===== src/rtl/adder_arbiter_pkg.sv =====
// adder_arb_pkg: state encoding and default sizing shared by the adder_arbiter slice
package adder_arb_pkg;
  localparam int NREQ_DEF = 4;
  localparam int WIDTH_DEF = 4;
  typedef enum logic [1:0] {IDLE, ISSUE, RESP} state_e;
endpackage


===== src/rtl/adder_arbiter_if.sv =====
// adder_arbiter_if: request, shared-adder and response signals of adder_arbiter
// master = clients/adder side, slave = arbiter side
interface adder_arbiter_if
  import adder_arb_pkg::*;
#(
  parameter int NREQ = NREQ_DEF,
  parameter int WIDTH = WIDTH_DEF
);
  localparam int IW = $clog2(NREQ);
  logic [NREQ-1:0] req_valid_i;
  logic [NREQ*WIDTH-1:0] req_a_i;
  logic [NREQ*WIDTH-1:0] req_b_i;
  logic [NREQ-1:0] req_ready_o;
  logic [WIDTH-1:0] add_a_o;
  logic [WIDTH-1:0] add_b_o;
  logic [WIDTH:0] add_s_i;
  logic rsp_valid_o;
  logic [IW-1:0] rsp_id_o;
  logic [WIDTH:0] rsp_sum_o;
  logic rsp_ready_i;
  logic busy_o;
  modport master (
    output req_valid_i, req_a_i, req_b_i, add_s_i, rsp_ready_i,
    input req_ready_o, add_a_o, add_b_o, rsp_valid_o, rsp_id_o, rsp_sum_o, busy_o
  );
  modport slave (
    input req_valid_i, req_a_i, req_b_i, add_s_i, rsp_ready_i,
    output req_ready_o, add_a_o, add_b_o, rsp_valid_o, rsp_id_o, rsp_sum_o, busy_o
  );
endinterface


===== src/rtl/adder_arbiter_rr_arbiter.sv =====
// rr_arbiter: combinational round-robin pick starting at prio_ptr_i, wrapping modulo NREQ
// req_i: request vector; prio_ptr_i: first index searched; en_i: gates gnt_o
// gnt_o: one-hot grant; gnt_idx_o: granted index; any_req_o: some request present
module rr_arbiter #(
  parameter int NREQ = 4
) (
  input  logic [NREQ-1:0]         req_i,
  input  logic [$clog2(NREQ)-1:0] prio_ptr_i,
  input  logic                    en_i,
  output logic [NREQ-1:0]         gnt_o,
  output logic [$clog2(NREQ)-1:0] gnt_idx_o,
  output logic                    any_req_o
);
  localparam int IW = $clog2(NREQ);
  logic [NREQ-1:0] rot;
  logic [IW-1:0] off;
  logic [IW:0] sum;
  // rotate so bit 0 is the requester at prio_ptr_i; the lowest set bit is the winner's offset
  assign rot = NREQ'({req_i, req_i} >> prio_ptr_i);
  always_comb begin
    off = '0;
    for (int i = NREQ - 1; i >= 0; i--) if (rot[i]) off = IW'(i);
  end
  assign sum = {1'b0, prio_ptr_i} + {1'b0, off};
  assign gnt_idx_o = sum >= (IW+1)'(NREQ) ? IW'(sum - (IW+1)'(NREQ)) : IW'(sum);
  assign any_req_o = |req_i;
  assign gnt_o = (en_i && any_req_o) ? NREQ'(1) << gnt_idx_o : '0;
endmodule


===== src/rtl/adder_arbiter.sv =====
// adder_arbiter: round-robin sequencer sharing one external combinational adder among NREQ requesters
// clk_i/rst_ni: clock and synchronous active-low reset
// bus.req_*: per-requester valid/ready + packed operands; bus.add_*: shared adder hookup
// bus.rsp_*: registered sum tagged with requester index; bus.busy_o: not idle
module adder_arbiter
  import adder_arb_pkg::*;
#(
  parameter int NREQ = NREQ_DEF,
  parameter int WIDTH = WIDTH_DEF
) (
  input logic clk_i,
  input logic rst_ni,
  adder_arbiter_if.slave bus
);
  localparam int IW = $clog2(NREQ);
  state_e state_q, state_d;
  logic [IW-1:0] prio_q, prio_d, id_q, id_d, gnt_idx;
  logic [WIDTH-1:0] op_a_q, op_a_d, op_b_q, op_b_d;
  logic [WIDTH:0] sum_q, sum_d;
  logic [NREQ-1:0] gnt;
  logic any_req;
  rr_arbiter #(.NREQ(NREQ)) u_rr (
    .req_i(bus.req_valid_i),
    .prio_ptr_i(prio_q),
    .en_i(state_q == IDLE),
    .gnt_o(gnt),
    .gnt_idx_o(gnt_idx),
    .any_req_o(any_req)
  );
  always_comb begin
    state_d = state_q;
    prio_d = prio_q;
    id_d = id_q;
    op_a_d = op_a_q;
    op_b_d = op_b_q;
    sum_d = sum_q;
    unique case (state_q)
      IDLE: if (any_req) begin
        state_d = ISSUE;
        prio_d = gnt_idx == IW'(NREQ - 1) ? '0 : gnt_idx + IW'(1);
        id_d = gnt_idx;
        op_a_d = bus.req_a_i[gnt_idx*WIDTH +: WIDTH];
        op_b_d = bus.req_b_i[gnt_idx*WIDTH +: WIDTH];
      end
      ISSUE: begin
        state_d = RESP;
        sum_d = bus.add_s_i;
      end
      RESP: state_d = bus.rsp_ready_i ? IDLE : RESP;
      default: state_d = IDLE;
    endcase
  end
  always_ff @(posedge clk_i) begin
    if (!rst_ni) begin
      state_q <= IDLE;
      prio_q <= '0;
      id_q <= '0;
      op_a_q <= '0;
      op_b_q <= '0;
      sum_q <= '0;
    end else begin
      state_q <= state_d;
      prio_q <= prio_d;
      id_q <= id_d;
      op_a_q <= op_a_d;
      op_b_q <= op_b_d;
      sum_q <= sum_d;
    end
  end
  // adder inputs come straight from the operand registers so they only move on acceptance
  assign bus.add_a_o = op_a_q;
  assign bus.add_b_o = op_b_q;
  assign bus.req_ready_o = gnt;
  assign bus.rsp_valid_o = state_q == RESP;
  assign bus.rsp_id_o = id_q;
  assign bus.rsp_sum_o = sum_q;
  assign bus.busy_o = state_q != IDLE;
endmodule


===== src/flat_wrapper.sv =====
// flat-port wrapper written by rule: the top's interface ports become plain ports
module adder_arbiter_flat import adder_arb_pkg::*;
#(
  parameter int NREQ = NREQ_DEF,
  parameter int WIDTH = WIDTH_DEF
)
  (clk_i, rst_ni, bus_req_valid_i, bus_req_a_i, bus_req_b_i, bus_add_s_i, bus_rsp_ready_i, bus_req_ready_o, bus_add_a_o, bus_add_b_o, bus_rsp_valid_o, bus_rsp_id_o, bus_rsp_sum_o, bus_busy_o);
  adder_arbiter_if #(.NREQ(NREQ), .WIDTH(WIDTH)) bus_i ();
  input logic clk_i;
  input logic rst_ni;
  input wire logic [$bits(bus_i.req_valid_i)-1:0] bus_req_valid_i;
  input wire logic [$bits(bus_i.req_a_i)-1:0] bus_req_a_i;
  input wire logic [$bits(bus_i.req_b_i)-1:0] bus_req_b_i;
  input wire logic [$bits(bus_i.add_s_i)-1:0] bus_add_s_i;
  input wire logic [$bits(bus_i.rsp_ready_i)-1:0] bus_rsp_ready_i;
  output wire logic [$bits(bus_i.req_ready_o)-1:0] bus_req_ready_o;
  output wire logic [$bits(bus_i.add_a_o)-1:0] bus_add_a_o;
  output wire logic [$bits(bus_i.add_b_o)-1:0] bus_add_b_o;
  output wire logic [$bits(bus_i.rsp_valid_o)-1:0] bus_rsp_valid_o;
  output wire logic [$bits(bus_i.rsp_id_o)-1:0] bus_rsp_id_o;
  output wire logic [$bits(bus_i.rsp_sum_o)-1:0] bus_rsp_sum_o;
  output wire logic [$bits(bus_i.busy_o)-1:0] bus_busy_o;
  assign bus_i.req_valid_i = bus_req_valid_i;
  assign bus_i.req_a_i = bus_req_a_i;
  assign bus_i.req_b_i = bus_req_b_i;
  assign bus_i.add_s_i = bus_add_s_i;
  assign bus_i.rsp_ready_i = bus_rsp_ready_i;
  assign bus_req_ready_o = bus_i.req_ready_o;
  assign bus_add_a_o = bus_i.add_a_o;
  assign bus_add_b_o = bus_i.add_b_o;
  assign bus_rsp_valid_o = bus_i.rsp_valid_o;
  assign bus_rsp_id_o = bus_i.rsp_id_o;
  assign bus_rsp_sum_o = bus_i.rsp_sum_o;
  assign bus_busy_o = bus_i.busy_o;
  adder_arbiter #(.NREQ(NREQ), .WIDTH(WIDTH)) u_core (.clk_i(clk_i), .rst_ni(rst_ni), .bus(bus_i));
endmodule

===== config.mk =====
export PLATFORM = sky130hd
export DESIGN_NAME = adder_arbiter_flat
export DESIGN_NICKNAME = d
export VERILOG_FILES = /design/src/rtl/adder_arbiter_pkg.sv /design/src/rtl/adder_arbiter_if.sv /design/src/rtl/adder_arbiter_rr_arbiter.sv /design/src/rtl/adder_arbiter.sv /design/src/flat_wrapper.sv
export SDC_FILE = /design/constraint.sdc
export NUM_CORES = 1
export LEC_CHECK = 0
export ABC_AREA = 0
export CORE_ASPECT_RATIO = 1.5
export CORE_MARGIN = 4
export CORE_UTILIZATION = 35
export DETAILED_ROUTE_END_ITERATION = 10
export PLACE_DENSITY = 0.78
export SLEW_MARGIN = 20
export SYNTH_ARGS = -nofsm -noshare
export SYNTH_HDL_FRONTEND = slang
export SYNTH_HIERARCHICAL = 1
export SYNTH_SLANG_ARGS = --single-unit

===== constraint.sdc =====
create_clock -name clk_i -period 4.99 [get_ports clk_i]
set_input_delay 1.2475 -clock clk_i [delete_from_list [all_inputs] [get_ports clk_i]]
set_output_delay 1.2475 -clock clk_i [all_outputs]
set_load 0.01 [all_outputs]

==> impl_metrics.py, run 1 <==
metrics = {
    "finish": {
        "fill_cells": 311,
        "layout-drive-gt1-share_pct": 10.7,
        "nNetsFinal": 224,
        "diodes": 0,
        "syn_to_final_growth_pct": 54.1,
    },
    "sta": {
        "fmax_ghz": 0.206,
        "slew_viol_final": 0,
        "post-route-period-util_pct": 97.1,
        "worstMarginPinSlew_ps": 956,
        "finalCriticalPeriod_ps": 4840,
        "fin_setup_tns_ps": 0,
        "grt_setup_unrepaired": "no",
        "fin_ws_ps": 145,
        "clock-skew-final_ps": 4.25,
        "finalSetupViolCount": 0,
        "holdWs_ps": 460,
        "slew_headroom_pct": 35.8,
        "hold_viol_final": 0,
    },
    "critical_path": {
        "arrival_ps": 3600,
        "critical_path_class": "in2out",
        "cp-startpoint": "bus_req_valid_i[0]",
        "crit_required_ps": 3740,
        "crit_fanout": 5,
        "r2r_start": "u_core/prio_q[0]",
        "crit_path_end_kind": "primary output",
        "critPathLaunchType": "input port",
        "r2r_slack_ps": 2010,
    },
    "hold_path": {
        "min_from": "u_core/bus.add_a_o[1]",
        "hold_class": "reg2reg",
    },
    "floorplanning": {
        "num_io_pins": 65,
        "initial_core_util_pct": 36.6,
        "die_x_um": 56.8,
        "fp.dieH_um": 81.2,
        "die_area_um2": 4620,
        "std_cell_rows": 26,
        "core_area_um2": 3420,
    },
    "place": {
        "hpwl_um": 2920,
        "dp_slack_ps": 48.7,
        "portBuffers": 64,
        "place_congestion": 0.757,
    },
    "route": {
        "wl_met3_um": 149,
        "drt_iter0_drc": 33,
        "via_count": 1113,
        "routed_wirelength_um": 3550,
        "wl_met2_um": 2040,
        "vias_per_cell": 5.08,
        "firstDrtPassIters": 4,
        "post-route-drc-count": 0,
        "ant_nets": 0,
        "top_layer_used": "met4",
        "met1_length_um": 1240,
        "wl_per_cell_um": 16.2,
    },
    "global_route": {
        "grt_pass1_vias": 1220,
        "globalRouteTotalUtil_pct": 16.1,
        "overflow": 0,
        "antenna_found_initial": 0,
        "grt_first_pass_wirelength_um": 5740,
        "grt_start_max_net_pins": 20,
    },
    "logic_synthesis": {
        "yosysMostFrequentCell": "dfxtp_1",
        "postSynthCellCount": 117,
        "synth_top_cell_area_share_pct": 30.4,
        "yosysTopAreaCell": "dfxtp_1",
        "ys_seq_area_share_pct": 30.4,
        "yosysUniqueCellTypes": 31,
        "synth-edff-count": 0,
        "avgSynthCellArea_um2": 10.7,
        "yosys_warnings": 6,
        "ys_ff_latch": 19,
        "syn_area_um2": 1250,
        "synth_area_leaders": "dfxtp_1 (30%), mux4_2 (14%), mux2i_1 (12%)",
        "yosys-top-cells-count": "dfxtp_1 (19), mux2i_1 (15), nand2_1 (14)",
        "syn_nets": 163,
        "synth_ff_type": "dfxtp_1",
        "async_reset_ff_share_pct": 0,
    },
    "clock_network": {
        "cts-htree-levels": 1,
        "cts_tree": "yes",
        "cts-root-buf": "clkbuf_8",
        "insertion_delay_ps": 250,
        "post_cts_buffers": 0,
        "cts_resized": 0,
        "hold_buffers": 0,
        "path_clk_slew_ps": 70,
        "numCtsBuffers": 3,
        "cts.sinks": 19,
        "cts_buffer_depth": 2,
    },
    "outcome": {
        "outcome": "completed",
    },
    "flow_run": {
        "maxCapViolCount": 0,
    },
    "power": {
        "p_seq_share_pct": 25.8,
        "p_int_mw": 0.582,
        "vdd_ir_drop_max_uv": 543,
        "p_switching_mw": 0.319,
        "power_frac_comb_pct": 62.6,
        "totalPowerFinal_mw": 0.902,
        "p_sw_share_pct": 35.4,
        "powerDensity_nw_per_um2": 468,
        "pwr-share-clk_pct": 11.6,
        "p_leak_nw": 0.763,
    },
}
-- layout make-up --
class / count / area (um2) / share of cell area, %
multi-input cells: 86 / 782 / 40.6
well taps: 42 / 52.6 / 2.73
clock buffers: 4 / 45.0 / 2.34
flip-flops and latches: 19 / 380 / 19.7
repair buffers: 66 / 661 / 34.3
inverters: 2 / 7.51 / 0.389
-- worst max-delay path, stage by stage --
cell,delay [ps]
clkdlybuf4s50_1,480
or3_1,400
o221ai_1,190
ha_1,280
and3b_1,230
nand2_1,70
mux2i_1,140
clkdlybuf4s50_1,560
-- final timing paths --
kind	endpoint	depth (start not counted)
worst max register to register	u_core/bus.add_a_o[2]	9
worst max-delay path	bus_req_ready_o[0]	8
worst min register to register	u_core/bus.add_a_o[1]	2
worst min-delay path	u_core/bus.add_a_o[1]	2
-- power groups by stage --
stage / sequential, mW / combinational (mW) / clock, mW
global route: 0.240 / 0.617 / 0.116
CTS: 0.232 / 0.571 / 0.109
floorplan: 0.237 / 0.401 / 0
detailed placement: 0.235 / 0.569 / 0
global placement: 0.230 / 0.549 / 0
finish: 0.233 / 0.564 / 0.105
-- layout by cell type (no fill, tap or decap), types with 2 or more instances in the layout --
cell / n
o2bb2ai_1: 8
mux4_2: 8
inv_1: 2
dfxtp_1: 19
o21ai_1: 2
or4_4: 2
nor2b_1: 9
clkbuf_8: 3
mux2i_1: 15
clkdlybuf4s50_1: 62
nand2b_1: 5
and3b_1: 2
nand2_1: 14
ha_1: 2
buf_4: 2
o221ai_1: 2
dlymetal6s2s_1: 2
nor2_1: 3
-- routing by layer --
metal  vias to the layer above  GRT usage, %
met1                       527          16.7
met5                         -             0
met2                        35          31.1
met3                         8          1.27
met4                         0          9.05
li1                        543             -
-- sequential cells by signal, indices dropped and copies added, names as in the netlist --
signal,count
u_core/bus.add_a_o,4
u_core/bus.add_b_o,4
u_core/bus.rsp_id_o,2
u_core/bus.rsp_sum_o,5
u_core/prio_q,2
u_core/state_q,2
-- per-stage QoR --
stage               instance area, um2  std cells  util (%)
floorplan                         1250        117         -
global placement                  1870        215      54.8
detailed placement                1870        215      54.8
CTS                               1920        219      56.1
global route                      1930        219      56.4
finish                            1930        219      56.4
-- logic make-up after synthesis --
family	count (synthesis)	share of synthesized area [%]
AND/OR/NAND/NOR	42	20.0
buffers and inverters	12	7.70
XOR/XNOR	3	2.10
adder cells (fa/ha/maj)	2	2.00
flip-flops	19	30.4
AO/OA/AOI/OAI	16	11.4
multiplexers	23	26.4
No activity file was read; power rests on OpenSTA's default activity.
==> inputs of run 2 (changes only) <==
- PLACE_DENSITY: 0.78 -> 0.75
- SYNTH_HIERARCHICAL: 1 -> not set
==> impl_metrics.py, run 2 <==
metrics = {
    "outcome": {
        "outcome": "completed",
    },
    "route": {
        "post-route-drc-count": 0,
        "wl_per_cell_um": 14.1,
        "routed_wirelength_um": 4200,
        "via_count": 1661,
        "ant_nets": 0,
        "firstDrtPassIters": 4,
        "vias_per_cell": 5.59,
        "drt_iter0_drc": 56,
    },
    "finish": {
        "largest_reg_flops": 5,
        "diodes": 0,
        "nNetsFinal": 298,
        "layout-drive-gt1-share_pct": 17.9,
        "syn_to_final_growth_pct": 52.9,
        "finish.instance_area_um2": 2270,
        "mostFrequentLayoutCells": "clkdlybuf4s50_1 (59), nand2_1 (22), dfxtp_1 (19)",
        "instances_no_fill": 297,
        "regArea_um2": 380,
        "multi_input_area_um2": 1040,
        "fill_cells": 406,
        "layout_commonest_cell": "clkdlybuf4s50_1",
        "final_core_util_pct": 56.3,
    },
    "logic_synthesis": {
        "syn_area_um2": 1480,
        "yosys-top-cells-count": "nand2_1 (22), dfxtp_1 (19), nand3_1 (17)",
        "yosysMostFrequentCell": "nand2_1",
        "synth_ff_type": "dfxtp_1",
        "syn_nets": 229,
        "ys_seq_area_share_pct": 25.7,
        "yosysTopAreaCell": "dfxtp_1",
        "synth_area_leaders": "dfxtp_1 (26%), mux2_2 (12%), nand3_1 (5.7%)",
        "postSynthCellCount": 184,
        "yosysUniqueCellTypes": 40,
        "ys_ff_latch": 19,
        "avgSynthCellArea_um2": 8.06,
        "synth-edff-count": 0,
        "synth_top_cell_area_share_pct": 25.7,
        "yosys_warnings": 0,
        "async_reset_ff_share_pct": 0,
    },
    "global_route": {
        "antenna_found_initial": 0,
        "grt_pass1_vias": 1629,
        "overflow": 0,
        "globalRouteTotalUtil_pct": 15.8,
        "grt_start_max_net_pins": 21,
        "grt_first_pass_wirelength_um": 6820,
    },
    "sta": {
        "post-route-period-util_pct": 96.1,
        "fin_ws_ps": 192,
        "slew_viol_final": 0,
        "worstMarginPinSlew_ps": 678,
        "fmax_ghz": 0.208,
        "grt_setup_unrepaired": "no",
        "clock-skew-final_ps": 3.94,
        "slew_headroom_pct": 54.6,
        "finalSetupViolCount": 0,
        "hold_viol_final": 0,
        "finalCriticalPeriod_ps": 4800,
        "fin_setup_tns_ps": 0,
    },
    "place": {
        "hpwl_um": 3270,
        "place_congestion": 0.804,
        "dp_cells": 293,
        "dp_slack_ps": -175,
        "placed_area_um2": 2220,
        "portBuffers": 64,
    },
    "hold_path": {
        "hold_class": "reg2reg",
        "hold_depth": 2,
        "hold_end": "u_core.bus.rsp_id_o[0]",
        "min_from": "u_core.bus.rsp_id_o[0]",
    },
    "critical_path": {
        "crit_required_ps": 3740,
        "crit_fanout": 6,
        "slowest_stage": "clkdlybuf4s50_1",
        "critPathMaxStageDelay_ps": 570,
        "arrival_ps": 3550,
        "crit_path_end_kind": "primary output",
        "critical_path_class": "in2out",
        "r2r_slack_ps": 2140,
        "cp-startpoint": "bus_req_valid_i[3]",
        "worst-path-buf-inv": 3,
        "cpLargestDelayFamily": "buffers and inverters",
        "r2r_start": "u_core.prio_q[0]",
        "r2r_cells": 10,
        "r2r-end": "u_core.bus.add_a_o[2]",
        "critPathLaunchType": "input port",
        "crit_path_cell_trace": "clkdlybuf4s50_1 -> nor2b_1 -> a22oi_1 -> a21oi_1 -> a211o_1 -> ha_1 -> inv_1 -> and3_2 -> nor2_4 -> xnor2_2 -> nor2_1 -> dlygate4sd2_1",
    },
    "power": {
        "p_leak_nw": 0.879,
        "vdd_ir_drop_max_uv": 284,
        "powerDensity_nw_per_um2": 432,
    },
    "floorplanning": {
        "fp.dieH_um": 87.7,
        "std_cell_rows": 28,
        "initial_core_util_pct": 36.8,
        "num_io_pins": 65,
        "die_area_um2": 5360,
        "die_x_um": 61.1,
        "core_area_um2": 4030,
    },
    "clock_network": {
        "insertion_delay_ps": 250,
        "cts_tree": "yes",
        "hold_buffers": 0,
        "cts-root-buf": "clkbuf_8",
        "post_cts_buffers": 0,
        "path_clk_slew_ps": 70,
        "cts-htree-levels": 1,
        "cts_buffer_depth": 2,
        "numCtsBuffers": 3,
        "cts.sinks": 19,
    },
    "flow_run": {
        "maxCapViolCount": 0,
    },
}
-- run 2: cell types whose count changed after synthesis, moves of 9 or more --
cell / change
nand3_1: +17
mux2_2: +16
o21ai_0: +9
o211ai_1: +9
mux2i_1: -9
-- run 2: logic make-up (layout without fill, tap and decap cells) --
kind of cell,Yosys count,count (layout),synth area share (%)
adders and majority gates,1,1,0.844
AOI/OAI and AO/OA,42,42,21.0
buffers and inverters,16,84,5.15
muxes,22,22,16.2
DFF,19,19,25.7
xor gates and xnor gates,3,3,2.70
and+or+nand+nor,81,81,28.4
-- run 2: final cells by class --
| type | count | area share (%) |
|---|---|---|
| clock inverters | 1 | 0.221 |
| flip-flops and latches | 19 | 16.8 |
| multi-input cells | 149 | 46.1 |
| well taps | 45 | 2.48 |
| inverters | 2 | 0.331 |
| clock buffers | 3 | 1.82 |
| repair buffers | 78 | 32.3 |
-- run 2: what timing repair did --
item	CTS	global route
gates resized for setup	5	7
setup endpoints to repair	4	4
pin swaps	0	1
-- run 2: tightest hold or removal path, delay by kind of cell, from the launching register on --
kind            cells  cell delay [ps]
flops               1              310
compound gates      1               60
simple gates        1               50
-- run 2: power by group --
group / internal, mW / leakage (nW) / switching [mW]
Combinational: 0.343 / 0.697 / 0.296
Clock: 0.0555 / 0.0255 / 0.0499
Sequential: 0.197 / 0.157 / 0.0384
-- run 2: worst max-delay path by stage --
stage	endpoint	cells past startpoint
floorplan	bus_req_ready_o[2]	10
global placement	bus_req_ready_o[2]	12
detailed placement	bus_req_ready_o[0]	12
CTS	bus_req_ready_o[0]	12
global route	bus_req_ready_o[1]	12
finish	bus_req_ready_o[3]	12
-- run 2: through the flow --
step	hold slack [ps]	total power, mW
2_1_floorplan	488	0.640
3_3_place_gp	463	0.878
3_5_place_dp	472	0.884
4_1_cts	483	0.980
5_1_grt	517	1.06
6_report	474	0.980
-- run 2: routing by layer --
| metal | GRT usage, % | wire length (um) | vias up |
|---|---|---|---|
| met4 | 5.13 | 55 | 0 |
| met5 | 0 | 0 | - |
| li1 | - | - | 819 |
| met1 | 18.5 | 1720 | 764 |
| met2 | 27.8 | 2080 | 72 |
| met3 | 3.39 | 343 | 6 |
==> inputs of run 3 (changes only) <==
- ABC_AREA: 0 -> not set
- SLEW_MARGIN: 20 -> not set
==> results of run 3 <==
No change in the layout: final DEF, timing and power equal those of run 2.
